File: src/rtl/alsu_result_buffer.sv
// Capture FIFO for ALSU results: tags each sample with an error bit and keeps sticky overflow/underflow flags and a saturating error count.
// Latency: a capture is visible in count one cycle later; rd_en gives registered dout one cycle later. Full drops pushes unless a pop happens in the same cycle.
// Optional ALSU_RB_DEDUP_EN: a capture equal to the previous capture is not pushed.
module alsu_result_buffer #(
    parameter int DEPTH     = 8,
    parameter int OUT_W     = 6,
    parameter int ERR_CNT_W = 8
) (
    input  logic                     clk,
    input  logic                     rst,
    input  logic [OUT_W-1:0]         alsu_out,
    input  logic [15:0]              alsu_leds,
    input  logic                     capture_en,
    input  logic                     rd_en,
    output logic [OUT_W-1:0]         dout,
    output logic                     dout_err,
    output logic                     dout_vld,
    output logic                     empty,
    output logic                     full,
    output logic [$clog2(DEPTH):0]   count,
    output logic                     overflow,
    output logic                     underflow,
    output logic [ERR_CNT_W-1:0]     err_count
);

    localparam int AW = $clog2(DEPTH);

    logic [OUT_W:0]  mem [DEPTH];
    logic [AW-1:0]   wr_ptr;
    logic [AW-1:0]   rd_ptr;
    logic            sample_err;
    logic [OUT_W:0]  sample;
    logic            is_dup;
    logic            push_req;
    logic            do_push;
    logic            do_pop;
    logic [AW:0]     count_nxt;

    assign sample_err = (alsu_leds == 16'hFFFF);
    assign sample     = {sample_err, alsu_out};

`ifdef ALSU_RB_DEDUP_EN
    logic [OUT_W:0]  last_sample;
    logic            last_vld;

    // Dropped captures still update the reference sample.
    always_ff @(posedge clk) begin
        if (rst) begin
            last_vld    <= 1'b0;
            last_sample <= '0;
        end else if (capture_en) begin
            last_vld    <= 1'b1;
            last_sample <= sample;
        end
    end

    assign is_dup = last_vld && (sample == last_sample);
`else
    assign is_dup = 1'b0;
`endif

    assign push_req = capture_en && !is_dup;
    assign do_pop   = rd_en && !empty;
    // A pop frees a slot in the same cycle, so a full FIFO still accepts when rd_en is high.
    assign do_push  = push_req && (!full || rd_en);

    always_comb begin
        count_nxt = count;
        if (do_push && !do_pop) begin
            count_nxt = count + 1'b1;
        end else if (do_pop && !do_push) begin
            count_nxt = count - 1'b1;
        end
    end

    always_ff @(posedge clk) begin
        if (do_push && !rst) begin
            mem[wr_ptr] <= sample;
        end
    end

    always_ff @(posedge clk) begin
        if (rst) begin
            wr_ptr    <= '0;
            rd_ptr    <= '0;
            count     <= '0;
            empty     <= 1'b1;
            full      <= 1'b0;
            dout      <= '0;
            dout_err  <= 1'b0;
            dout_vld  <= 1'b0;
            overflow  <= 1'b0;
            underflow <= 1'b0;
            err_count <= '0;
        end else begin
            count    <= count_nxt;
            empty    <= (count_nxt == '0);
            full     <= (count_nxt == (AW+1)'(DEPTH));
            dout_vld <= do_pop;
            if (do_push) begin
                wr_ptr <= wr_ptr + 1'b1;
            end
            if (do_pop) begin
                rd_ptr   <= rd_ptr + 1'b1;
                dout     <= mem[rd_ptr][OUT_W-1:0];
                dout_err <= mem[rd_ptr][OUT_W];
            end
            if (push_req && full && !rd_en) begin
                overflow <= 1'b1;
            end
            if (rd_en && empty) begin
                underflow <= 1'b1;
            end
            if (capture_en && sample_err && (err_count != {ERR_CNT_W{1'b1}})) begin
                err_count <= err_count + 1'b1;
            end
        end
    end

endmodule
File: config.mk
export PLATFORM = sky130hd
export DESIGN_NAME = alsu_result_buffer
export DESIGN_NICKNAME = d
export VERILOG_FILES = /design/src/rtl/alsu_result_buffer.sv
export SDC_FILE = /design/constraint.sdc
export NUM_CORES = 1
export LEC_CHECK = 0
export BUFFER_PORTS_ARGS = -buffer_cell sky130_fd_sc_hd__buf_2
export CORE_AREA = 2 2 87 89
export DETAILED_ROUTE_END_ITERATION = 8
export DIE_AREA = 0 0 89 91
export PLACE_DENSITY = 0.73
export SKIP_CTS_REPAIR_TIMING = 1
export SYNTH_ARGS = -nofsm -noshare
export SYNTH_HDL_FRONTEND = slang
export SYNTH_SLANG_ARGS = --single-unit
File: constraint.sdc
create_clock -name clk -period 2.2 [get_ports clk]
set_input_delay 0.22 -clock clk [delete_from_list [all_inputs] [get_ports clk]]
set_output_delay 0.22 -clock clk [all_outputs]
set_load 0.02 [all_outputs]
Yosys cells after proc, flatten, opt, wreduce, memory -nomap -nowiden
Memories as Yosys holds them, arrays and structs flattened. A register that Yosys moved wholly into a read port is not among the register bits. Cells that the tools add are included.

Flip-flop bits (word level): 23. Output and inout bits: 24. Memories: 1. RAM bits: 56. Bits of input ports: 26.

Memory list: mem (words 8, width 7, rd ports 1, clocked after memory_dff 1, wr ports 1, RTL line 28) `logic [OUT_W:0] mem [DEPTH];`.

Add/sub/neg operators: 5. Equal/unequal tests: 3. Multiplexer cells: 4. Reduce and logical (&&, ||, !) cells: 18.

Operators with widths (count): $eq 16x16->1 const B (1); $logic_and 1x1->1 (10); $add 8x1->8 const B (1); $mux 4 (2); $ne 8x8->1 const B (1); $add 3x1->3 const B (2); $logic_not 1->1 (6); $add 4x1->4 const B (1); $eq 4x4->1 const B (1); $logic_not 4->1 (1); $sub 4x1->4 const B (1); $mux 1 (2); $logic_or 1x1->1 (1).

Logic depth before layout (Yosys ltp)
Depth after elaboration: 8. Depth in mapped cells: 6. Depth with buffers taken out: 6.

Least setup slack after synthesis
No wires, ideal clock.

Path kind: reg2reg. Start: reg full. End: mem mem[0][0] (netlist name) (enable). Arrival: 1.779 ns. Period minus slack after synthesis: 2.159 ns. Required time: 1.820 ns. Setup time: 0.380 ns. Cell stages (with the launch flop): 6. Slack: 0.041 ns. Cells stage by stage: dfxtp_1 nand2b_1 clkbuf_1 nand2_1 or3_1 nor3_1.

Longest elaborated chain between the ends: 6.

Ends and longest elaborated chain: start, declared (RTL line 19) `output logic full,`; start signal, assigned (RTL line 98) `full <= (count_nxt == (AW+1)'(DEPTH));`; $logic_not 1->1 (RTL line 65) `assign do_push = push_req && (!full || rd_en);`; $logic_or 1x1->1 (RTL line 65); $logic_and 1x1->1 (RTL line 65); $logic_and 1x1->1 (RTL line 77) `if (do_push && !rst) begin`; $mux 1 (RTL line 77); $mux 1 (implied by the code) (RTL line 78) `mem[wr_ptr] <= sample;`; end, declared (RTL line 28).

No other way between the ends.

Final worst setup path
Start: reg count[0]. End: reg full.

Longest elaborated chain between the ends: 4. Elaborated cells between the ends (all ways): 5.

Ends and longest elaborated chain: start, declared (RTL line 20) `output logic [$clog2(DEPTH):0] count,`; start signal, assigned (RTL line 96) `count <= count_nxt;`; $sub 4x1->4 (RTL line 72) `count_nxt = count - 1'b1;`; $mux 4 (RTL line 71) `end else if (do_pop && !do_push) begin`; $mux 4 * (RTL line 69) `if (do_push && !do_pop) begin`; $eq 4x4->1 * (RTL line 98).

Mark *: on every way between the ends. The rest lies on a longest branch, timed or not. A chain may end at the register's enable or synchronous reset.

==> results_tabular.tex <==
\begin{tabular}{lr}
\hline
Metric & Value \\
\hline
\multicolumn{2}{l}{\textbf{Synth}} \\
\quad Syn\_area\_per\_cell & $\sim$14 um2 \\
\quad Post-synthesis instance total & 256 \\
\quad Synthesis warning total & 0 \\
\quad Proportion of synthesized chip area in sequential cells & 0.642 \\
\quad Flops \& latches, synth & between 80 and 90 \\
\quad Async SR Flop Fraction & 0 \\
\quad Number of flops mapped to enable cells by yosys & 56 \\
\quad Post-synth top flop & sky130\_fd\_sc\_hd\_\_edfxtp\_1 \\
\quad Syn Std Cell Area & around 0.0036 mm2 \\
\quad Distinct cell type count of the synthesized netlist & slightly above 40 \\
\quad Synthesized Nets & between 200 and 300 \\
\multicolumn{2}{l}{\textbf{STA}} \\
\quad Part of the cycle the worst path needs & 0.881 \\
\quad Final period demand of the worst path & roughly 1900 ps \\
\quad Fin Hold WS & 145 ps \\
\quad Transition time at the pin with the least slew margin & 714 ps \\
\quad RSZ-0062 raised after global routing & false \\
\quad Worst slew slack as a fraction of its limit & 0.519 \\
\quad Final Hold Fails & 0 \\
\quad Final count of pins violating max slew & 0 \\
\quad Final setup violation count & 0 \\
\quad Final sum of negative setup slack & 0 ps \\
\quad Highest achievable clock rate & slightly above 0.5 GHz \\
\quad Layout Skew & about 9.1 ps \\
\quad Minimum setup slack in the final design & between 200 and 300 ps \\
\multicolumn{2}{l}{\textbf{Clock tree}} \\
\quad Later-pin clock latency in the skew report & $\sim$340 ps \\
\quad Number of buffers added by the clock tree synthesis step & 9 \\
\quad TritonCTS clock tree & yes \\
\quad H-Tree Depth & 3 \\
\quad Clk buf depth & 2 \\
\quad Clk slew on worst S/H paths & 80 ps \\
\quad Clock root buffer & sky130\_fd\_sc\_hd\_\_clkbuf\_8 \\
\quad Clock net sink count & between 80 and 90 \\
\multicolumn{2}{l}{\textbf{Global routing}} \\
\quad Antenna violations before repair & 0 \\
\quad Total global routing overflow & 0 \\
\quad Number of global-route vias before repair & between 2,000 and 2,500 \\
\quad Wire length of the first global-routing pass & roughly 11,000 um \\
\quad Largest net degree at the start of global routing & 23 \\
\quad GR Util All Layers & 0.180 \\
\multicolumn{2}{l}{\textbf{Detailed routing}} \\
\quad Routed vias/inst & 5.40 \\
\quad Met2 Routed Length & $\sim$3400 um \\
\quad Routed via count & between 2,000 and 2,500 \\
\quad Met3 wirelength from detailed routing & 277 um \\
\quad Total wire length & between 6000 and 7000 um \\
\quad Final antenna-violating net count & 0 \\
\quad Initial DRC count & $\sim$150 \\
\quad Post-route DRC & 0 \\
\quad Post-detailed-route wirelength per cell & $\sim$16 um \\
\quad Wire length on met1 & roughly 2900 um \\
\quad Length of the first detailed-routing pass in iterations & 4 \\
\quad Max Used Layer & met4 \\
\multicolumn{2}{l}{\textbf{Job}} \\
\quad \# Max-Cap Violations & 0 \\
\multicolumn{2}{l}{\textbf{Power and ir drop}} \\
\quad P\_leak & roughly 1.5 nW \\
\quad Worst vdd ir & between 300 and 400 uV \\
\quad Pwr Density & about 750 mW/mm2 \\
\multicolumn{2}{l}{\textbf{Outcome}} \\
\quad Outcome & finished clean \\
\multicolumn{2}{l}{\textbf{Worst setup path}} \\
\quad Critical Path Start & count[0]\$\_SDFF\_PP0\_ \\
\quad Critical Path Source Type & flop \\
\quad Type of the setup path with the least slack & reg -> reg \\
\quad Launch instance of the worst register-to-register path & count[0]\$\_SDFF\_PP0\_ \\
\quad Maximum net fanout on the critical path & 9 \\
\quad Data arrival at the endpoint of the critical path & $\sim$2200 ps \\
\quad Endpoint class of the critical path & flop \\
\quad Setup slack of the worst register-to-register path & around 260 ps \\
\quad Required @ worst endpoint & between 2000 and 2500 ps \\
\multicolumn{2}{l}{\textbf{Die}} \\
\quad Initial cell density of the core & 0.498 \\
\quad Core area & between 0.007 and 0.008 mm2 \\
\quad Height of the die & 91 um \\
\quad Overall die area & roughly 0.008 mm2 \\
\quad Number of I/O pins & 50 \\
\quad Standard-cell rows & 31 \\
\quad Die W & a little under 90 um \\
\multicolumn{2}{l}{\textbf{Finish}} \\
\quad Ratio of cells with drive above 1 in the final layout & 0.302 \\
\quad Area overhead of the layout relative to synthesis & 16.7\% \\
\quad Finished Layout Cells & $\sim$420 \\
\quad Leading cell types in the layout, fill and taps excluded & sky130\_fd\_sc\_hd\_\_edfxtp\_1 (56), sky130\_fd\_sc\_hd\_\_buf\_2 (49), sky130\_fd\_sc\_hd\_\_dfxtp\_1 (30) \\
\quad Count of nets after finishing & between 300 and 400 \\
\quad Antenna Diode Count & 0 \\
\quad Final design instance area without fill & about 0.0041 mm2 \\
\quad Most common library cell in the layout ignoring fill and taps & sky130\_fd\_sc\_hd\_\_edfxtp\_1 \\
\multicolumn{2}{l}{\textbf{Placement}} \\
\quad Post-Place Cells & 407 \\
\quad Worst slack after detailed placement & 268 ps \\
\quad Post-DP HPWL & approximately 4600 um \\
\quad Total placed instance area & $\sim$0.004 mm2 \\
\quad Port Buf Inserts & slightly below 50 \\
\quad Routability congestion estimate & $\sim$0.80 \\
\multicolumn{2}{l}{\textbf{Min path}} \\
\quad Kind of path behind the tightest hold check & in -> reg \\
\quad Hold wc startpoint & alsu\_out[5] \\
\hline
\end{tabular}
[worst paths after layout]
kind | endpoint | cells after the start
worst max-delay path | full$_SDFF_PP0_ | 6
worst min-delay path | mem[2][5]$_DFFE_PP_ | 1
worst max register to register | full$_SDFF_PP0_ | 6
worst min register to register | underflow$_SDFFE_PP0P_ | 2
[per-stage QoR]
step,power [mW],utilization
2_1_floorplan,2.10,-
3_3_place_gp,2.21,0.559
3_5_place_dp,2.22,0.559
4_1_cts,3.14,0.581
5_1_grt,3.24,0.581
6_report,3.10,0.581
[flip-flops by register name, indices dropped and copies added (netlist names)]
register and count:
dout_err 1, dout_vld 1, dout 6, underflow 1, count 4, overflow 1
full 1, rd_ptr 3, empty 1, err_count 8, mem 56, wr_ptr 3
[area by class of cell]
class / count / area, um2
fillers: 604 / 2990
flip-flops and latches: 86 / 2280
multi-input cells: 149 / 1180
repair buffers: 66 / 373
clock buffers: 12 / 135
well taps: 99 / 124
inverters: 7 / 26.3
clock inverters: 4 / 25.0
[per-layer routing]
layer,vias up,track usage
li1,1118,-
met1,1105,0.236
met4,0,0.0846
met2,51,0.284
met5,-,0
met3,10,0.0409
[logic make-up (layout without fill, tap and decap cells)]
family,count (synthesis),after routing,share of synthesized area
buf+inv,21,89,0.0250
mux,21,21,0.108
simple gates,67,67,0.106
flops,86,86,0.642
fa+ha+maj,5,5,0.0176
compound gates,51,51,0.0884
xor+xnor,5,5,0.0123
[cell usage after synthesis (all sizes together) (5+ instances only)]
cell    count  share of area
nand3       8          0.011
ha          5          0.018
nand2       9         0.0095
or4         6          0.014
clkbuf     11          0.012
nor2       15          0.016
mux2i       7          0.020
o21ai      13          0.018
mux4       14          0.089
a21oi      23          0.032
edfxtp     56           0.47
nand4       8          0.014
dfxtp      30           0.17
inv         7         0.0074
[worst max-delay path, cell delays in order (launching register included)]
cell                        delay (ps)
sky130_fd_sc_hd__dfxtp_1           480
sky130_fd_sc_hd__inv_1              80
sky130_fd_sc_hd__ha_1              360
sky130_fd_sc_hd__nor4bb_1          320
sky130_fd_sc_hd__a41o_1            130
sky130_fd_sc_hd__a32oi_1           100
sky130_fd_sc_hd__a2111oi_2         370
[power by group]
part	leakage (nW)	switching, mW	internal (mW)
registers	0.742	0.0384	1.77
clock network	0.0764	0.514	0.408
logic	0.675	0.209	0.167
total	1.49	0.762	2.34
(Power assumes the default switching activity.)
